File: src/rtl/lfsr_prng_stream_if.sv
// lfsr_prng_stream_if: control, seed and word-stream signals of the LFSR generator
interface lfsr_prng_stream_if #(
  parameter int LFSR_W = 16,
  parameter int OUT_W = 16
);
  logic enable;
  logic seed_load;
  logic [LFSR_W-1:0] seed;
  logic out_ready;
  logic out_valid;
  logic [OUT_W-1:0] random_number;
  logic seed_zero_err;
  logic [31:0] word_count;
  modport master(
    output enable, seed_load, seed, out_ready,
    input out_valid, random_number, seed_zero_err, word_count
  );
  modport slave(
    input enable, seed_load, seed, out_ready,
    output out_valid, random_number, seed_zero_err, word_count
  );
endinterface

File: src/rtl/lfsr_prng_stream.sv
// lfsr_prng_stream: Fibonacci LFSR serialised into OUT_W-bit words on a valid/ready stream
module lfsr_prng_stream #(
  parameter int LFSR_W = 16,
  parameter logic [LFSR_W-1:0] TAPS = 16'hB400,
  parameter int OUT_W = 16,
  parameter logic [LFSR_W-1:0] DEFAULT_SEED = 16'hACE1
) (
  input logic clk,
  input logic rst,
  lfsr_prng_stream_if.slave s
);
  localparam int CW = $clog2(OUT_W);
  typedef enum logic [1:0] {IDLE, RUN, STALL} state_t;
  state_t state, state_n;
  logic [LFSR_W-1:0] lfsr;
  logic [OUT_W-2:0] acc;
  logic [CW-1:0] bit_cnt;
  logic fb, last, want, shift;
  // The final bit of a word may only shift when the output register can take the word
  always_comb begin
    fb = ^(lfsr & TAPS);
    last = bit_cnt == CW'(OUT_W - 1);
    want = (state == STALL) ? s.out_ready : s.enable;
    shift = want & (!last | !s.out_valid | s.out_ready);
    state_n = s.seed_load ? IDLE
            : (state == STALL) ? (s.out_ready ? (s.enable ? RUN : IDLE) : STALL)
            : !s.enable ? IDLE
            : shift ? RUN : STALL;
  end
  always_ff @(posedge clk) begin
    if (rst) begin
      state <= IDLE;
      lfsr <= DEFAULT_SEED;
      acc <= '0;
      bit_cnt <= '0;
      s.out_valid <= 1'b0;
      s.random_number <= '0;
      s.seed_zero_err <= 1'b0;
      s.word_count <= '0;
    end else if (s.seed_load) begin
      state <= IDLE;
      lfsr <= (s.seed == '0) ? DEFAULT_SEED : s.seed;
      acc <= '0;
      bit_cnt <= '0;
      s.out_valid <= 1'b0;
      s.seed_zero_err <= s.seed == '0;
    end else begin
      state <= state_n;
      s.seed_zero_err <= 1'b0;
      s.word_count <= s.word_count + 32'(s.out_valid & s.out_ready);
      if (shift) begin
        lfsr <= {lfsr[LFSR_W-2:0], fb};
        bit_cnt <= last ? '0 : bit_cnt + CW'(1);
        if (last) s.random_number <= {lfsr[LFSR_W-1], acc};
        else acc[bit_cnt] <= lfsr[LFSR_W-1];
      end
      s.out_valid <= (shift & last) | (s.out_valid & !s.out_ready);
    end
  end
endmodule

File: src/flat_wrapper.sv
// flat-port wrapper written by rule: the top's interface ports become plain ports
module lfsr_prng_stream_flat 
#(
  parameter int LFSR_W = 16,
  parameter logic [LFSR_W-1:0] TAPS = 16'hB400,
  parameter int OUT_W = 16,
  parameter logic [LFSR_W-1:0] DEFAULT_SEED = 16'hACE1
)
  (clk, rst, s_enable, s_seed_load, s_seed, s_out_ready, s_out_valid, s_random_number, s_seed_zero_err, s_word_count);
  lfsr_prng_stream_if #(.LFSR_W(LFSR_W), .OUT_W(OUT_W)) s_i ();
  input logic clk;
  input logic rst;
  input wire logic [$bits(s_i.enable)-1:0] s_enable;
  input wire logic [$bits(s_i.seed_load)-1:0] s_seed_load;
  input wire logic [$bits(s_i.seed)-1:0] s_seed;
  input wire logic [$bits(s_i.out_ready)-1:0] s_out_ready;
  output wire logic [$bits(s_i.out_valid)-1:0] s_out_valid;
  output wire logic [$bits(s_i.random_number)-1:0] s_random_number;
  output wire logic [$bits(s_i.seed_zero_err)-1:0] s_seed_zero_err;
  output wire logic [$bits(s_i.word_count)-1:0] s_word_count;
  assign s_i.enable = s_enable;
  assign s_i.seed_load = s_seed_load;
  assign s_i.seed = s_seed;
  assign s_i.out_ready = s_out_ready;
  assign s_out_valid = s_i.out_valid;
  assign s_random_number = s_i.random_number;
  assign s_seed_zero_err = s_i.seed_zero_err;
  assign s_word_count = s_i.word_count;
  lfsr_prng_stream #(.LFSR_W(LFSR_W), .TAPS(TAPS), .OUT_W(OUT_W), .DEFAULT_SEED(DEFAULT_SEED)) u_core (.clk(clk), .rst(rst), .s(s_i));
endmodule
File: config.mk
export PLATFORM = sky130hd
export DESIGN_NAME = lfsr_prng_stream_flat
export DESIGN_NICKNAME = d
export VERILOG_FILES = /design/src/rtl/lfsr_prng_stream_if.sv /design/src/rtl/lfsr_prng_stream.sv /design/src/flat_wrapper.sv
export SDC_FILE = /design/constraint.sdc
export NUM_CORES = 1
export LEC_CHECK = 0
export BUFFER_PORTS_ARGS = -buffer_cell sky130_fd_sc_hd__buf_2
export CAP_MARGIN = 20
export CORE_UTILIZATION = 60
export DETAILED_ROUTE_END_ITERATION = 16
export PLACE_DENSITY = 0.93
export SYNTH_ARGS = -nofsm -noshare
export SYNTH_HDL_FRONTEND = slang
export SYNTH_SLANG_ARGS = --single-unit
File: constraint.sdc
create_clock -name clk -period 4.5 [get_ports clk]
set_input_delay 0.225 -clock clk [delete_from_list [all_inputs] [get_ports clk]]
set_output_delay 0.225 -clock clk [all_outputs]
set_load 0.1 [all_outputs]
---- Yosys cells after proc, flatten, opt, wreduce, memory -nomap -nowiden ----
Cells that the tools add are included.
word-level totals
  bits of input ports ..................... 21
  output and inout bits ................... 50
  word-level logic and storage cells ...... 47
  flip-flop bits (word level) ............. 87
operators by class
  bitwise gates (word level) .............. 9
  mux-type cells .......................... 13
  equal/unequal tests ..................... 2
  add/subtract/negate cells ............... 2
  order comparisons ....................... 2
  reduce and logical (&&, ||, !) cells .... 11
operators with widths
  kind                   count
  $mux W16               3
  $add A32 B32 Y32       1
  $logic_not A16 Y1      1
  $reduce_xor A16 Y1     1
  $bwmux W15             1
  $mux W2                4
  $lt A4 B5 Y1 const B   1
  $add A4 B1 Y4 const B  1
  $and A1 B1 Y1          4
  $demux W1 S4           1
  $eq A4 B4 Y1 const B   1
  $ge A4 B1 Y1 const B   1
  $mux W4                1
  $reduce_or A2 Y1       2
  $logic_not A1 Y1       3
  $mux W1                3
  $or A1 B1 Y1           3
  $reduce_and A3 Y1      1
  $eq A2 B2 Y1 const B   1
  $not A1 Y1             2
  $reduce_and A2 Y1      1
  $reduce_bool A2 Y1     1
  $logic_and A1 B1 Y1    1

---- Logic depth before layout (Yosys ltp) ----
  depth in word-level cells ............... 8
  gate-level depth with buffers ........... 8
  gate-level depth less buffers ........... 7

---- Worst setup path before layout ----
Ideal clock, no wire load.
  path kind ............................... flip-flop to flip-flop
  from .................................... register u_core.s.out_valid
  to ...................................... register u_core.s.word_count[29]
  stages on the path, launching flop included .. 7
  period minus slack after synthesis ...... 2,694 ps
  library setup time ...................... 121 ps
  arrival time ............................ 2,574 ps
  setup slack ............................. 1,806 ps
  buffers on the path ..................... 0
  data required time ...................... 4,379 ps
  path through ............................ dfxtp_1 and2_1 ha_1 nand3b_1 or4_4 nor3_1 mux2_2
on the way
  word-level cells in the longest chain between the ends .. 2
RTL lines
  item                    line                       text
  start, declared         lfsr_prng_stream_if.sv:20  output out_valid, random_number, seed_zero_err, word_count
  start signal, assigned  lfsr_prng_stream.sv:57     s.out_valid <= (shift & last) | (s.out_valid & !s.out_ready);
  $and A1 B1 Y1           lfsr_prng_stream.sv:50     s.word_count <= s.word_count + 32'(s.out_valid & s.out_ready);
  $add A32 B32 Y32        lfsr_prng_stream.sv:50
  end signal, assigned    lfsr_prng_stream.sv:50
  end, declared           lfsr_prng_stream_if.sv:20
Every way passes these cells.
A chain may end at the register's enable or synchronous reset.

---- Final worst setup path ----
  from .................................... register u_core.bit_cnt[0]
  to ...................................... register u_core.acc[11]
on the way
  word-level cells in the longest chain between the ends .. 6
  elaborated cells between the ends (all ways) .. 13
  those cells by class .................... 2 x order compare; 1 x eq/ne; 3 x mux; 4 x bitwise; 3 x reduce/logical
RTL lines
  item                                                  line                    text
  start, declared                                       lfsr_prng_stream.sv:17  logic [CW-1:0] bit_cnt;
  start signal, assigned                                lfsr_prng_stream.sv:53  bit_cnt <= last ? '0 : bit_cnt + CW'(1);
  branches (longest 6 deep; another with $lt A4 B5 Y1)  --
  end signal, assigned by index                         lfsr_prng_stream.sv:55  else acc[bit_cnt] <= lfsr[LFSR_W-1];
  end, declared                                         lfsr_prng_stream.sv:16  logic [OUT_W-2:0] acc;
Several ways; the timed one is not identified.

==> results.md <==
- Outcome: completed
- Count of cell types in the netlist: 43
- TritonRoute pass-1 iters: 5
- Clock transition at the registers of the reported paths: 0.09 ns
- Buffers and inverters on the worst path: 0
- Synth Register Bits: between 80 and 90
- Synth Flop Type: dfxtp_1
- Hold Path Class: in2reg
- Resize count post-CTS: 0
- Worst slew margin: around 37%
- I/O pin count: 71
- Gr ovfl total: 0
- CP cell instances: ha_1, and3_1, nand2_1, nand4_1, mux2i_1
- Pleak: 1.819 nW
- DPL Wire Length: 7062 µm
- Hold path start: s_seed[7]
- H-tree lvl count: 3
- Share of layout cells above drive strength 1: 19.60%
- Final Hold Viols: 0
- PnR worst setup slack: ~1.9 ns
- Mean Syn Cell Area: 8.499 µm²
- RSZ-0062 raised after global routing: false
- Largest net degree at the start of global routing: between 50 and 60
- Initial antenna violation count: 0
- Startpoint Class: flop
- Final WL: between 10000 and 15000 µm
- Antenna cell count: 0
- Slowest CP cell: and3_1
- Port Buf Inserts: 70
- Crit path kind: reg2reg
- Sequential Area: 1742 µm²
- Worst EP required: between 4 and 5 ns
- Pre-CTS WS: between 2 and 2.5 ns
- Least-Margin Pin Slew: between 0.9 and 1 ns
- Minimum clock period: around 2.6 ns
- Sequential-to-total area share from yosys stat: a little over 40%
- Leading cell type in the layout, fill and taps excluded: dfxtp_1
- Final setup violation count: 0
- Most frequent cells in the layout: 87 x dfxtp_1, 70 x buf_2, 45 x nor2_1
- Clk_skew: 0.01125 ns
- Antenna-violating nets left: 0
- Post-synth top area share: about two fifths
- Multi-input logic area: roughly 2300 µm²
- Row count: 30
- DR DRC count: 0
- Clock net sink count: between 80 and 90
- Largest stage delay on the critical path: 0.60 ns
- TritonCTS buffer count: 9
- Syn_nets: between 500 and 600
- Critical Path Fanout Max: 19
- Crit share post-route: 58.36%
- Die H: roughly 86 µm
- Cells taking the most area after synthesis: dfxtp_1 41%, o31ai_1 5.9%, nand4_1 5.6%
- Setup TNS: 0 ns
- Final max-slew violation count: 0
- PwrDens: approximately 290 nW/µm²
- Number of synthesis warnings: 0
- Post-synth EDFFs: 0
- Peak VDD IR: 0.1693 mV
- Area of the die: between 7000 and 8000 µm²
- Number of global-route vias before repair: about 3700
- Die width: 85.91 µm
- Fmax: around 380 MHz
- Gate Count Post-Synth: 497
- Largest delay share family, worst path: simple AND/OR/NAND/NOR gates
- Worst-case clock buffer depth: 2
- CTS root buf: clkbuf_8
- Cell Area, Synth: ~4200 µm²
- Largest area contributor in the netlist: dfxtp_1
- Iter 0 DRT Violations: 236
- First-pass GRT wire length: roughly 17000 µm
- Total GRT Usage: between 20% and 30%
- CTS tree: done
- Vias per inst: ~6.4
- Worst EP arrival: roughly 2.9 ns
- Total setup buffers inserted after CTS: 0
- Worst skew pair latency: between 0.3 and 0.4 ns
- Crit. Startpoint: u_core.bit_cnt[0]
- Initial Util: 62.17%
- Ys async rst share: 0%
- Max Cap Viol: 0
- Via total after detailed routing: 4134
- CTS Hold Bufs: 0
- Fill count: ~500
- Core ar.: between 6000 and 7000 µm²
- Total chip power: roughly 1.4 mW
- DR WL/cell: 16.53 µm
- GPL Wtd Cong: 0.8783
- Total Nets Final: ~570
- Critical R2R Launch: u_core.bit_cnt[0]
- CP Capture Type: flop
- Area Overhead vs Synth: 13.24%
==> per-stage QoR <==
stage | instances | area [µm²] | utilization, % | hold WS, ns
detailed placement | 630 | 4579 | 67.40 | 0.4566
floorplan | 497 | 4224 | - | 0.3664
finish | 647 | 4783 | 70.41 | 0.1424
global placement | 630 | 4579 | 67.40 | 0.4481
global route | 647 | 4783 | 70.41 | 0.1458
CTS | 646 | 4763 | 70.11 | 0.1372
==> cell usage after synthesis, types with 4 or more instances <==
cell type and instances:
nor2b_1 12, xnor2_1 9, or4_1 10, xor2_1 4, mux2i_1 12, o31ai_1 33
ha_1 7, o21ai_0 21, or3_1 4, nand4_1 38, dfxtp_1 87, buf_2 6
nor2_1 45, and4_1 4, mux2_2 8, a31oi_1 7, inv_1 10, nor3_1 6
clkbuf_1 27, nand2b_1 5, a21oi_1 40, a311oi_1 9, nand3_1 33, nor4_1 11
nand2_1 21
==> state kept, by name (all words and copies together), names as in the netlist <==
signal and cells:
u_core.s.random_number 16, u_core.s.word_count 32, u_core.state 2, u_core.lfsr 16, u_core.acc 15, u_core.s.seed_zero_err 1
u_core.s.out_valid 1, u_core.bit_cnt 4
==> cell families after synthesis <==
family | count (synthesis) | share of synthesized area (%)
AOI/OAI and AO/OA | 114 | 16.82
adders and majority gates | 7 | 2.073
and+or+nand+nor | 209 | 27.67
buffers and inverters | 47 | 4.532
muxes | 20 | 4.977
DFF | 87 | 41.23
xor gates and xnor gates | 13 | 2.696
==> worst reg2reg max path: stages (launching register included) <==
cell     delay [ns]
dfxtp_1        0.43
ha_1           0.40
and3_1         0.60
nand2_1        0.60
nand4_1        0.32
mux2i_1        0.20
==> final timing paths <==
check,end,slack (ns),cells after the start
worst max-delay path,u_core.acc[11],1.87,5
worst min-delay path,u_core.lfsr[7],0.14,3
worst max register to register,u_core.acc[11],1.87,5
worst min register to register,u_core.acc[5],0.47,2
==> routing by layer <==
layer,part of all wire [%],track usage (%),vias up
met5,0,0,-
met4,1.7,11.97,0
met3,6.6,5.101,20
met2,49,49.06,171
met1,42,36.50,1978
li1,-,-,1965
==> power by group <==
group / switching, mW / internal [mW]
Sequential: 0.0113 / 0.783
Combinational: 0.0689 / 0.0333
Clock: 0.294 / 0.217
==> cell type report <==
| class | instances | share of cell area (%) |
|---|---|---|
| Inverter | 11 | 0.8632 |
| Clock buffer | 10 | 2.877 |
| Timing Repair Buffer | 74 | 8.213 |
| Tap cell | 96 | 2.511 |
| Sequential cell | 87 | 36.41 |
| Multi-Input combinational cell | 363 | 48.16 |
| Clock inverter | 6 | 0.9678 |
Power figures use the tool's default switching activity.
